===== src/rtl/coin_acceptor.sv =====
// Coin acceptor front end: takes coins one per cycle, tracks inventory and hands Paid/Cost to the change block.
// Optional COIN_ACCEPTOR_CANCEL_EN adds a Cancel input that refunds the whole payment.
module coin_acceptor #(
  parameter int INIT_P = 1,
  parameter int INIT_T = 1,
  parameter int INIT_C = 2
) (
  input  logic       clock,
  input  logic       reset,
  input  logic       Start,
  input  logic [3:0] Cost,
  input  logic       CoinValid,
  input  logic [1:0] CoinType,
  input  logic       VendAck,
  input  logic [2:0] FirstCoin,
  input  logic [2:0] SecondCoin,
`ifdef COIN_ACCEPTOR_CANCEL_EN
  input  logic       Cancel,
`endif
  output logic [3:0] Paid,
  output logic [3:0] CostOut,
  output logic       PaidValid,
  output logic [1:0] Pentagons,
  output logic [1:0] Triangles,
  output logic [1:0] Circles,
  output logic       CoinAccept,
  output logic       CoinReject,
  output logic       Busy
);

  typedef enum logic [1:0] {
    IDLE    = 2'd0,
    COLLECT = 2'd1,
    VEND    = 2'd2
  } state_t;

  state_t     state, stateNext;
  logic [3:0] paid, paidNext;
  logic [3:0] costReg, costNext;
  logic [1:0] pentCount, pentNext;
  logic [1:0] triCount, triNext;
  logic [1:0] circCount, circNext;
  logic       acceptReg, acceptNext;
  logic       rejectReg, rejectNext;

  logic [3:0] coinValue;
  logic [1:0] typeCount;
  logic [4:0] sum5;
  logic       canTake;

  // Dispensed coins may both be of one type, so the debit can be 2; never wrap below 0.
  function automatic logic [1:0] debit(input logic [1:0] cnt, input logic [2:0] a,
                                       input logic [2:0] b, input logic [2:0] code);
    logic [1:0] n;
    n = {1'b0, (a == code)} + {1'b0, (b == code)};
    return (cnt > n) ? (cnt - n) : 2'd0;
  endfunction

  always_comb begin
    coinValue = 4'd0;
    typeCount = 2'd3;
    case (CoinType)
      2'b01: begin coinValue = 4'd1; typeCount = circCount; end
      2'b10: begin coinValue = 4'd3; typeCount = triCount;  end
      2'b11: begin coinValue = 4'd5; typeCount = pentCount; end
      default: begin coinValue = 4'd0; typeCount = 2'd3; end
    endcase
  end

  // Sum is one bit wider so an overflowing coin is seen rather than wrapping.
  assign sum5    = {1'b0, paid} + {1'b0, coinValue};
  assign canTake = CoinValid && (CoinType != 2'b00) && (typeCount < 2'd3) && (sum5 <= 5'd15);

  always_comb begin
    stateNext  = state;
    paidNext   = paid;
    costNext   = costReg;
    pentNext   = pentCount;
    triNext    = triCount;
    circNext   = circCount;
    acceptNext = 1'b0;
    rejectNext = 1'b0;
    case (state)
      IDLE: begin
        rejectNext = CoinValid;
        if (Start) begin
          costNext  = Cost;
          paidNext  = 4'd0;
          stateNext = COLLECT;
        end
      end
      COLLECT: begin
`ifdef COIN_ACCEPTOR_CANCEL_EN
        if (Cancel) begin
          costNext   = 4'd0;
          stateNext  = VEND;
          rejectNext = CoinValid;
        end else
`endif
        if (paid >= costReg) begin
          stateNext  = VEND;
          rejectNext = CoinValid;
        end else if (CoinValid) begin
          if (canTake) begin
            paidNext   = sum5[3:0];
            acceptNext = 1'b1;
            case (CoinType)
              2'b01:   circNext = circCount + 2'd1;
              2'b10:   triNext  = triCount + 2'd1;
              2'b11:   pentNext = pentCount + 2'd1;
              default: circNext = circCount;
            endcase
          end else begin
            rejectNext = 1'b1;
          end
        end
      end
      VEND: begin
        rejectNext = CoinValid;
        if (VendAck) begin
          pentNext  = debit(pentCount, FirstCoin, SecondCoin, 3'd5);
          triNext   = debit(triCount, FirstCoin, SecondCoin, 3'd3);
          circNext  = debit(circCount, FirstCoin, SecondCoin, 3'd1);
          paidNext  = 4'd0;
          stateNext = IDLE;
        end
      end
      default: stateNext = IDLE;
    endcase
  end

  always_ff @(posedge clock) begin
    if (reset) begin
      state     <= IDLE;
      paid      <= 4'd0;
      costReg   <= 4'd0;
      pentCount <= 2'(INIT_P);
      triCount  <= 2'(INIT_T);
      circCount <= 2'(INIT_C);
      acceptReg <= 1'b0;
      rejectReg <= 1'b0;
    end else begin
      state     <= stateNext;
      paid      <= paidNext;
      costReg   <= costNext;
      pentCount <= pentNext;
      triCount  <= triNext;
      circCount <= circNext;
      acceptReg <= acceptNext;
      rejectReg <= rejectNext;
    end
  end

  assign Paid       = paid;
  assign CostOut    = costReg;
  assign PaidValid  = (state == VEND);
  assign Busy       = (state != IDLE);
  assign Pentagons  = pentCount;
  assign Triangles  = triCount;
  assign Circles    = circCount;
  assign CoinAccept = acceptReg;
  assign CoinReject = rejectReg;

endmodule

===== config.mk =====
export PLATFORM = sky130hd
export DESIGN_NAME = coin_acceptor
export DESIGN_NICKNAME = d
export VERILOG_FILES = /design/src/rtl/coin_acceptor.sv
export SDC_FILE = /design/constraint.sdc
export NUM_CORES = 1
export LEC_CHECK = 0
export ABC_AREA = 0
export ABC_CLOCK_PERIOD_IN_PS = 2200
export BUFFER_PORTS_ARGS = -buffer_cell sky130_fd_sc_hd__buf_2
export CAP_MARGIN = 0
export CORE_ASPECT_RATIO = 0.5
export CORE_MARGIN = 3
export CORE_UTILIZATION = 25
export CTS_CLUSTER_DIAMETER = 40
export CTS_CLUSTER_SIZE = 28
export DETAILED_ROUTE_END_ITERATION = 7
export SLEW_MARGIN = 20
export SYNTH_ARGS = -nofsm -noshare
export SYNTH_HDL_FRONTEND = slang
export SYNTH_SLANG_ARGS = --single-unit

===== constraint.sdc =====
create_clock -name clock -period 2.2 [get_ports clock]
set_input_delay 0.11 -clock clock [delete_from_list [all_inputs] [get_ports clock]]
set_output_delay 0.11 -clock clock [all_outputs]
set_load 0.005 [all_outputs]

Word-level counts from Yosys, hierarchy flattened:

Cells that the tools add are included.

* $add $sub $neg: 10
* order comparisons: 6
* eq/ne operators: 20
* mux-type cells: 38
* bitwise operators: 2
* reductions and logical operators: 16

Operators by type and width (number)
* 2-bit 2-to-1 mux: 21
* 6-bit AND reduction: 4
* 4-bit 2-to-1 mux: 5
* 2-bit != test, second input constant: 7
* 2-bit one-hot mux with 2 select lines: 3
* 2-bit one-hot mux with 3 select lines: 2
* 4-bit one-hot mux with 3 select lines: 1
* 3-bit one-hot mux with 3 select lines: 1
* 1-bit by 1-bit adder with 2-bit output: 3
* 2-bit by 1-bit adder with 2-bit output, second input constant: 3
* 2-bit == test, second input constant: 3
* 3-bit by 1-bit == test with 1-bit output, second input constant: 2
* 3-bit by 2-bit == test with 1-bit output, second input constant: 2
* 3-bit == test, second input constant: 2
* 2-bit greater-than comparator: 3
* 2-bit nonzero test: 3
* 2-bit subtractor: 3
* 4-bit by 4-bit adder with 5-bit output: 1
* 5-bit by 4-bit <= comparator with 1-bit output, second input constant: 1
* 2-bit by 1-bit == test with 1-bit output, second input constant: 2
* 4-bit greater-or-equal comparator: 1
* 1-bit 2-to-1 mux: 4
* 2-bit by 1-bit != test with 1-bit output, second input constant: 2
* 4-bit OR reduction: 1
* other kinds (9): 12

* bits in registers: 18
* output and inout bits: 18
* logic and storage cells: 100

Longest topological paths before layout:

Gate-level depths: netlist (run 1).

* word-level depth: 9
* gate-level depth with buffers: 10
* depth with buffers taken out: 10

Least setup slack after synthesis (run 1):

No wires, ideal clock.

* path type: input to register
* start: in CoinType[0]
* end: reg triCount[1] (netlist: Triangles[1])
* library setup time: 0.131 ns
* data arrival time: 1.902 ns
* required time: 2.069 ns
* setup slack: 0.167 ns
* cell stages on the path: 8
* buffers on the path: 0
* path through: or2_2 ha_1 fa_1 a21o_1 a2bb2oi_1 a21oi_1 o311ai_0 o21ai_1

* longest elaborated chain between the ends: 7
* elaborated cells between the ends (all ways): 15
* those cells by class: add/sub: 1; order compare: 2; eq/ne: 5; mux: 2; reduce/logical: 5

RTL lines
* start, declared: RTL line 13 `input logic [1:0] CoinType,`
* 2-bit == test, or another cell as far along: RTL line 62 `case (CoinType)`
* 3-bit one-hot mux with 3 select lines / 2-bit one-hot mux with 3 select lines (equally long branches): RTL line 62
* 4-bit by 4-bit adder with 5-bit output / 2-bit less-than comparator (equally long branches): RTL line 71, 72
* 5-bit by 4-bit <= comparator with 1-bit output / 1-bit logical AND (equally long branches): RTL line 72 `assign canTake = CoinValid && (CoinType != 2'b00) && (typeCount < 2'd3) && (sum5 <= 5'd15);`
* 1-bit logical AND: RTL line 72
* 2-bit != test (no source line)
* 6-bit AND reduction (no source line) (*)
* end signal, assigned: RTL line 138 `triCount <= 2'(INIT_T);`
* end signal, assigned: RTL line 147 `triCount <= triNext;`
* end, declared: RTL line 41 `logic [1:0] triCount, triNext;`

Mark *: on every way between the ends. The rest lies on a longest branch, timed or not.
A chain may end at the register's enable or synchronous reset.

Worst setup path after layout (run 1):

* start: reg paid[0] (netlist: Paid[0])
* end: reg paid[0] (netlist: Paid[0])

* longest elaborated chain between the ends: 5
* elaborated cells between the ends (all ways): 11
* those cells by class: add/sub: 1; order compare: 2; eq/ne: 2; mux: 4; reduce/logical: 2

RTL lines
* start, declared: RTL line 38 `logic [3:0] paid, paidNext;`
* start signal, assigned: RTL line 144 `paid <= paidNext;`
* 4-bit by 4-bit adder with 5-bit output: RTL line 71 `assign sum5 = {1'b0, paid} + {1'b0, coinValue};`
* 5-bit by 4-bit <= comparator with 1-bit output / 4-bit 2-to-1 mux (equally long branches): RTL line 72, 104
* 1-bit logical AND / 4-bit 2-to-1 mux (equally long branches): RTL line 72, 103
* 2-bit != test (no source line) / 4-bit 2-to-1 mux (equally long branches)
* 6-bit AND reduction (no source line) / 4-bit one-hot mux with 3 select lines (equally long branches)

Several ways; a longest one is shown, not always the timed one. The select of a mux whose other input is x is not followed.

==> results.toml, run 1 <==
[global_routing]
grt_max_degree = 13
grt_pass1_vias = 1274
grt_pass1_wl_mm = 5.84
overflow = 0
grt_use_total_pct = 10.5
antenna_found_initial = 0

[hold_path]
hold_path_class = "primary input to register"

[clock_network]
cts-resized-gates = 0
numCtsBuffers = 3
cts.htree.levels = 1
clockBufferDepth = 2
clock_latency_ns = 0.25
cts_sinks = 18
cts_tree = "built"
hold_buffers = 0
path_clk_slew_ns = 0.05
cts_root_buffer = "clkbuf_16"
postCtsSetupBuffers = 0

[synthesis]
synth_flop_cell = "dfxtp_1"
synth_area_per_cell_um2 = 9.03
synthArstFlopShare_pct = 0
synth_seq_cells = 18
synth_cell_type_count = 48
yosys_warnings = 0
synth-edff-count = 0
synth.net_count = 196
synth_area_um2 = 1440
synthesis.instances = 159
ys_seq_area_share_pct = 25.1

[worst_setup_path]
cp_data_arrival_time_ns = 2.25
crit_family = "compound AO/OA/AOI/OAI gates"
cp_cell_sequence = "inv_1, ha_1, nand2b_4, a2111oi_4, o211a_4, nor3b_4, a22o_1"
crit_slowest_cell = "a2111oi_4"
cp_slowest_stage_delay_ns = 0.40
end_kind = "register"
crit_fanout = 7
path_class = "register to register"
critPathBufInv = 1
rrSetupSlack_ns = 0.15
setup.worst_path.start_class = "register"
cp.required_ns = 2.40

[die]
ios = 35
chipWidth_um = 113
design.core.area_um2 = 5230
fp.dieH_um = 59.6
num_rows = 18
initial_core_util_pct = 27.5
die-area_um2 = 6750

[layout]
postLayoutCoreUtil_pct = 34.7
fin_nets = 238
drive_above_1_share_pct = 28.5
stdcell_count = 270
syn_to_final_growth_pct = 26.4
nFillCells = 555
n_antenna_cell = 0
multi_input_area_um2 = 1000
seqCellArea_um2 = 360

[drt]
dr_total_vias = 1292
antenna_left = 0
wl_per_cell_um = 12.7
dr.pass1.iters = 4
first_iter_violations = 97
drc = 0
drt_wl_total_mm = 3.42
viasPerCell = 4.79

[sta]
setup_violations = 0
final.min_clock_period_ns = 2.05
rsz0062_at_grt = "false"
slew_headroom_pct = 66.4
finalCritPeriodShare_pct = 93.3
setup_slack_ns = 0.148
worst_slew_pin_slew_ns = 0.501
hold_violations = 0
fmax_ghz = 0.487
final_max_slew_viol_count = 0
finalClockSkew_ns = 0.000892

[placed_design]
gp_congestion = 0.824
post-place-ws_ns = -0.0730
hpwl_mm = 2.78
dp_cells = 266
io_buffers = 34

[power]
power.density_nw_per_um2 = 564
power_w = 0.00102
ir_worst_vdd_mv = 0.323
cellLeakagePower_nw = 0.862

[run_status]
status = "complete, no violations"

[run]
maxCapViolations = 0
## cell usage in the layout (no fill, tap or decap), types with 3 or more instances in the layout
master / synthesis / layout
a21o_1: 4 / 4
a21oi_1: 7 / 6
a22o_1: 5 / 5
buf_2: 1 / 34
buf_4: 0 / 6
clkbuf_16: 0 / 3
dfxtp_1: 18 / 18
fa_1: 4 / 4
ha_1: 16 / 16
inv_1: 15 / 15
nand2_1: 4 / 4
nor2_1: 19 / 19
nor2b_1: 3 / 3
nor3_1: 4 / 3
o21ai_0: 8 / 8
o21ai_1: 4 / 4
o311ai_1: 2 / 3
## worst paths after layout
kind                 to       start  cells after the start
max             Paid[0]     Paid[0]                      7
min          CostOut[3]     Cost[3]                      3
max reg2reg     Paid[0]     Paid[0]                      7
min reg2reg  CostOut[0]  CostOut[0]                      2
## routing by layer
| metal | vias to the layer above | global-route usage (%) | routed length, µm |
|---|---|---|---|
| met4 | 0 | 2.74 | 19 |
| met2 | 28 | 18.5 | 1670 |
| met5 | - | 0 | 0 |
| met1 | 593 | 13.4 | 1600 |
| li1 | 669 | - | - |
| met3 | 2 | 1.83 | 137 |
## logic make-up after synthesis
kind of cell               synth area share, %
buffers and inverters                     6.27
xor gates and xnor gates                 0.610
muxes                                     1.39
adders and majority gates                 19.5
AOI/OAI and AO/OA                         27.7
DFF                                       25.1
and+or+nand+nor                           19.4
## per-stage QoR
step,hold WS (ns),setup TNS (ns),instance area [µm²]
after floorplan,0.249,0,1440
after global placement,0.336,-0.0383,1710
after detailed placement,0.344,-0.233,1710
after CTS,0.0851,0,1800
after global routing,0.0901,0,1820
final,0.0824,0,1820
## report_power, final
| group | switching [W] | internal [W] | leakage (nW) |
|---|---|---|---|
| Sequential | 0.0000235 | 0.000345 | 0.147 |
| Combinational | 0.000134 | 0.000115 | 0.671 |
| Clock | 0.000128 | 0.000277 | 0.0442 |
| Total | 0.000286 | 0.000737 | 0.862 |
## cells in the mapped netlist, types with 2 or more instances
library cell	instances	area [µm²]
nor2_1	19	71.3
dfxtp_1	18	360
ha_1	16	200
inv_1	15	56.3
o21ai_0	8	40.0
a21oi_1	7	35.0
a22o_1	5	43.8
a21o_1	4	30.0
fa_1	4	80.1
nand2_1	4	15.0
nor3_1	4	20.0
o21ai_1	4	20.0
nor2b_1	3	18.8
a2111oi_0	2	17.5
a31oi_1	2	12.5
and3_1	2	12.5
and3b_1	2	17.5
buf_6	2	22.5
mux2i_1	2	20.0
nand2b_4	2	27.5
nor3b_1	2	15.0
o211ai_1	2	15.0
o311ai_0	2	17.5
o311ai_1	2	17.5
o32a_1	2	20.0
or2_2	2	12.5
## worst register-to-register path, cell delays in order, from the launching register on
cell,delay (ns)
dfxtp_1,0.37
inv_1,0.06
ha_1,0.29
nand2b_4,0.15
a2111oi_4,0.40
o211a_4,0.28
nor3b_4,0.27
a22o_1,0.18
## area by class of cell
| cell class | instances | share of cell area (%) |
|---|---|---|
| flip-flops and latches | 18 | 19.8 |
| multi-input cells | 122 | 55.1 |
| inverters | 16 | 3.45 |
| clock buffers | 4 | 4.89 |
| well taps | 70 | 4.82 |
| repair buffers | 40 | 11.9 |
## state kept, by name (all words and copies together) (netlist names)
signal      cells
Circles         2
CoinAccept      1
CoinReject      1
CostOut         4
Paid            4
Pentagons       2
Triangles       2
state           2
Note: power is estimated with default switching activity, not from simulation.
==> run 2, diff against run 1 <==
Settings changed: CAP_MARGIN 0 to not set, CORE_ASPECT_RATIO 0.5 to not set.
==> results.toml, run 2 (synthesis gave the netlist of run 1 again) <==
[global_routing]
grt_use_total_pct = 11.1
grt_pass1_vias = 1226
overflow = 0
grt_max_degree = 13
grt_pass1_wl_mm = 5.87
antenna_found_initial = 0

[clock_network]
cts_sinks = 18
clockBufferDepth = 2
cts_tree = "built"
postCtsSetupBuffers = 0
cts-resized-gates = 0
cts.htree.levels = 1
clock_latency_ns = 0.26
numCtsBuffers = 3
path_clk_slew_ns = 0.07
hold_buffers = 0
cts_root_buffer = "clkbuf_8"

[hold_path]
hold_path_class = "primary input to register"
min_from = "Cost[3]"

[worst_setup_path]
cp.required_ns = 2.35
crit_fanout = 8
cp_data_arrival_time_ns = 2.21
setup.worst_path.start_class = "register"
critPathBufInv = 1
crit_family = "compound AO/OA/AOI/OAI gates"
cp_cell_sequence = "inv_1, ha_1, nand2b_4, a2111oi_4, o211a_4, o21ai_1, o31a_1"
reg2reg_from = "Paid[0]"
end_kind = "register"
cp_slowest_stage_delay_ns = 0.46
crit_slowest_cell = "a2111oi_4"
cp-startpoint = "Paid[0]"
path_class = "register to register"

[sta]
hold_violations = 0
final_max_slew_viol_count = 0
rsz0062_at_grt = "false"
hold-worst-slack_ns = 0.0760
fmax_ghz = 0.486
setup_slack_ns = 0.142
setup_violations = 0
final.min_clock_period_ns = 2.06
worst_slew_pin_slew_ns = 0.467
finalClockSkew_ns = 0.00265
setup_tns_ns = 0
slew_headroom_pct = 68.7
finalCritPeriodShare_pct = 93.5

[power]
ir_worst_vdd_mv = 0.281
cellLeakagePower_nw = 0.852
power.density_nw_per_um2 = 499

[drt]
dr.pass1.iters = 4
drt_wl_total_mm = 3.46
antenna_left = 0
viasPerCell = 4.75
drc = 0
dr_total_vias = 1288
first_iter_violations = 92
wl_per_cell_um = 12.8

[die]
chipWidth_um = 81.8
design.core.area_um2 = 5340
die-area_um2 = 6690
initial_core_util_pct = 26.9
num_rows = 26
fp.dieH_um = 81.8
ios = 35

[run_status]
status = "complete, no violations"

[layout]
stdcell_area_um2 = 1790
syn_to_final_growth_pct = 24.6
n_antenna_cell = 0
final_common_cell = "buf_2"
layout_common_cells = "buf_2, nor2_1, dfxtp_1, ha_1, inv_1"
fin_nets = 239
drive_above_1_share_pct = 28.9

[placed_design]
gp_congestion = 0.811
io_buffers = 34
dpl_cell_area_um2 = 1720
post-place-ws_ns = -0.131
hpwl_mm = 2.76

[run]
maxCapViolations = 0
==> run 2: per-layer routing <==
layer | part of all wire (%) | wire length (µm) | track usage [%]
met1 | 49 | 1710 | 15.5
met2 | 45 | 1560 | 17.8
met3 | 5.3 | 184 | 2.96
met4 | 0.17 | 6 | 0.997
met5 | 0 | 0 | 0
==> run 2: area by class of cell <==
| cell class | count | area, µm² |
|---|---|---|
| clock buffer | 4 | 55.1 |
| fill | 602 | 3550 |
| timing repair buffer | 41 | 223 |
| tap | 70 | 87.6 |
| inverter | 16 | 62.6 |
| sequential | 18 | 360 |
| multi-input combinational | 122 | 1000 |
==> run 2: metrics by stage <==
step                instances  util, %  power (W)
floorplan                 159        -   0.000539
global placement          267     32.2   0.000618
detailed placement        267     32.2   0.000620
CTS                       271     33.3   0.000906
global route              271     33.5   0.000963
finish                    271     33.5   0.000893
==> run 2: worst paths after layout <==
kind | cells after the start | end | slack, ns
setup / recovery | 7 | Circles[1] | 0.14
hold / removal | 3 | CostOut[3] | 0.08
setup reg to reg | 7 | Circles[1] | 0.14
hold reg to reg | 2 | CostOut[0] | 0.54
==> run 2: worst reg2reg max path, stage by stage, from the launching register on <==
cell and delay (ns):
dfxtp_1 0.37, inv_1 0.06, ha_1 0.28, nand2b_4 0.15, a2111oi_4 0.46, o211a_4 0.28, o21ai_1 0.09, o31a_1 0.27
==> run 2: power breakdown <==
part	internal [W]	switching, W
Combinational	0.000114	0.000134
Clock	0.000159	0.000118
Sequential	0.000345	0.0000224
==> run 3, diff against run 2 <==
Settings changed: CORE_MARGIN 3 to 4.
==> results.toml, run 3 (synthesis gave the netlist of run 1 again) <==
[worst_setup_path]
cp_cell_sequence = "inv_1, ha_1, nand2b_4, a2111oi_4, o211a_4, nor3b_4, a22o_1"
r2r_cells = 7
setup.worst_path.start_class = "register"
end_kind = "register"
crit_slowest_cell = "a2111oi_4"
cp.required_ns = 2.40
cp_data_arrival_time_ns = 2.22
crit_fanout = 7
path_class = "register to register"
cp_slowest_stage_delay_ns = 0.40

[clock_network]
postCtsSetupBuffers = 0
cts_tree = "built"
clock_latency_ns = 0.25
hold_buffers = 0
numCtsBuffers = 3
cts_sinks = 18
cts_root_buffer = "clkbuf_8"
cts-resized-gates = 0
cts.htree.levels = 1
path_clk_slew_ns = 0.07
clockBufferDepth = 2

[die]
num_rows = 27
chipWidth_um = 83.8
initial_core_util_pct = 25.9
design.core.area_um2 = 5540
fp.dieH_um = 83.8
die-area_um2 = 7020
ios = 35

[layout]
layout_common_cells = "buf_2, nor2_1, dfxtp_1, ha_1, inv_1"
seqCellArea_um2 = 360
final_common_cell = "buf_2"
fin_nets = 240
n_antenna_cell = 0
multi_input_area_um2 = 1000
stdcell_count = 273
drive_above_1_share_pct = 28.9
syn_to_final_growth_pct = 24.3
nFillCells = 615

[sta]
final_max_slew_viol_count = 0
setup_violations = 0
finalCritPeriodShare_pct = 91.8
rsz0062_at_grt = "false"
slew_headroom_pct = 67.2
final.min_clock_period_ns = 2.02
finalClockSkew_ns = 0.00187
hold_violations = 0
setup_slack_ns = 0.180
fmax_ghz = 0.495
worst_slew_pin_slew_ns = 0.491

[run_status]
status = "complete, no violations"

[placed_design]
hpwl_mm = 2.85
dp_cells = 270
io_buffers = 34
post-place-ws_ns = -0.132
gp_congestion = 0.812

[drt]
wl_per_cell_um = 13.0
drt_wl_total_mm = 3.55
dr.pass1.iters = 4
dr_total_vias = 1314
drc = 0
antenna_left = 0
viasPerCell = 4.81
first_iter_violations = 79

[global_routing]
grt_max_degree = 13
antenna_found_initial = 0
grt_pass1_vias = 1347
grt_use_total_pct = 10.5
overflow = 0
grt_pass1_wl_mm = 6.15

[power]
ir_worst_vdd_mv = 0.211
cellLeakagePower_nw = 0.850
power.density_nw_per_um2 = 479

[hold_path]
hold_path_class = "primary input to register"
min_path_cells = 3

[run]
maxCapViolations = 0
-- run 3: cell count changes in the layout (fill, tap and decap cells not counted) --
cell	delta
o311ai_1	+1
o311ai_0	-1
buf_4	+1
clkbuf_8	-1
-- run 3: power by group --
part | total, W | switching [W] | internal, W
registers | 0.000369 | 0.0000239 | 0.000345
logic | 0.000254 | 0.000137 | 0.000117
clock network | 0.000232 | 0.000110 | 0.000122
total | 0.000855 | 0.000271 | 0.000584
-- run 3: worst max-delay path: cells and delay by family, from the launching register on --
| family | cells | cell delay [ns] |
|---|---|---|
| AO/OA/AOI/OAI | 3 | 0.84 |
| adder cells (fa/ha/maj) | 1 | 0.28 |
| buffers and inverters | 1 | 0.06 |
| flip-flops | 1 | 0.38 |
| AND/OR/NAND/NOR | 2 | 0.41 |
-- run 3: worst paths after layout --
path | startpoint | to | slack (ns)
min | Cost[2] | CostOut[2] | 0.08
min reg2reg | CostOut[0] | CostOut[0] | 0.54
max | Paid[0] | Paid[0] | 0.18
max reg2reg | Paid[0] | Paid[0] | 0.18
-- run 3: stage by stage --
step | hold slack [ns] | setup TNS [ns] | power [W] | cell area (µm²) | util [%]
after floorplan | 0.249 | 0 | 0.000539 | 1440 | -
after global placement | 0.335 | -0.226 | 0.000622 | 1730 | 31.2
after detailed placement | 0.342 | -0.593 | 0.000625 | 1730 | 31.2
after CTS | 0.0775 | 0 | 0.000859 | 1770 | 32.0
after global routing | 0.0949 | 0 | 0.000909 | 1790 | 32.2
final | 0.0772 | 0 | 0.000855 | 1790 | 32.2
-- run 3: routing by layer --
| layer | track usage (%) | up-vias | routed length, µm |
|---|---|---|---|
| met2 | 17.9 | 24 | 1740 |
| li1 | - | 673 | - |
| met1 | 13.7 | 613 | 1670 |
| met4 | 3.07 | 0 | 19 |
| met3 | 1.48 | 4 | 114 |
| met5 | 0 | - | 0 |
-- run 3: final cells by class --
| cell class | count | area share (%) |
|---|---|---|
| Multi-Input combinational cell | 122 | 56.1 |
| Sequential cell | 18 | 20.2 |
| Timing Repair Buffer | 42 | 12.9 |
| Tap cell | 72 | 5.05 |
| Inverter | 16 | 3.50 |
| Clock buffer | 3 | 2.31 |
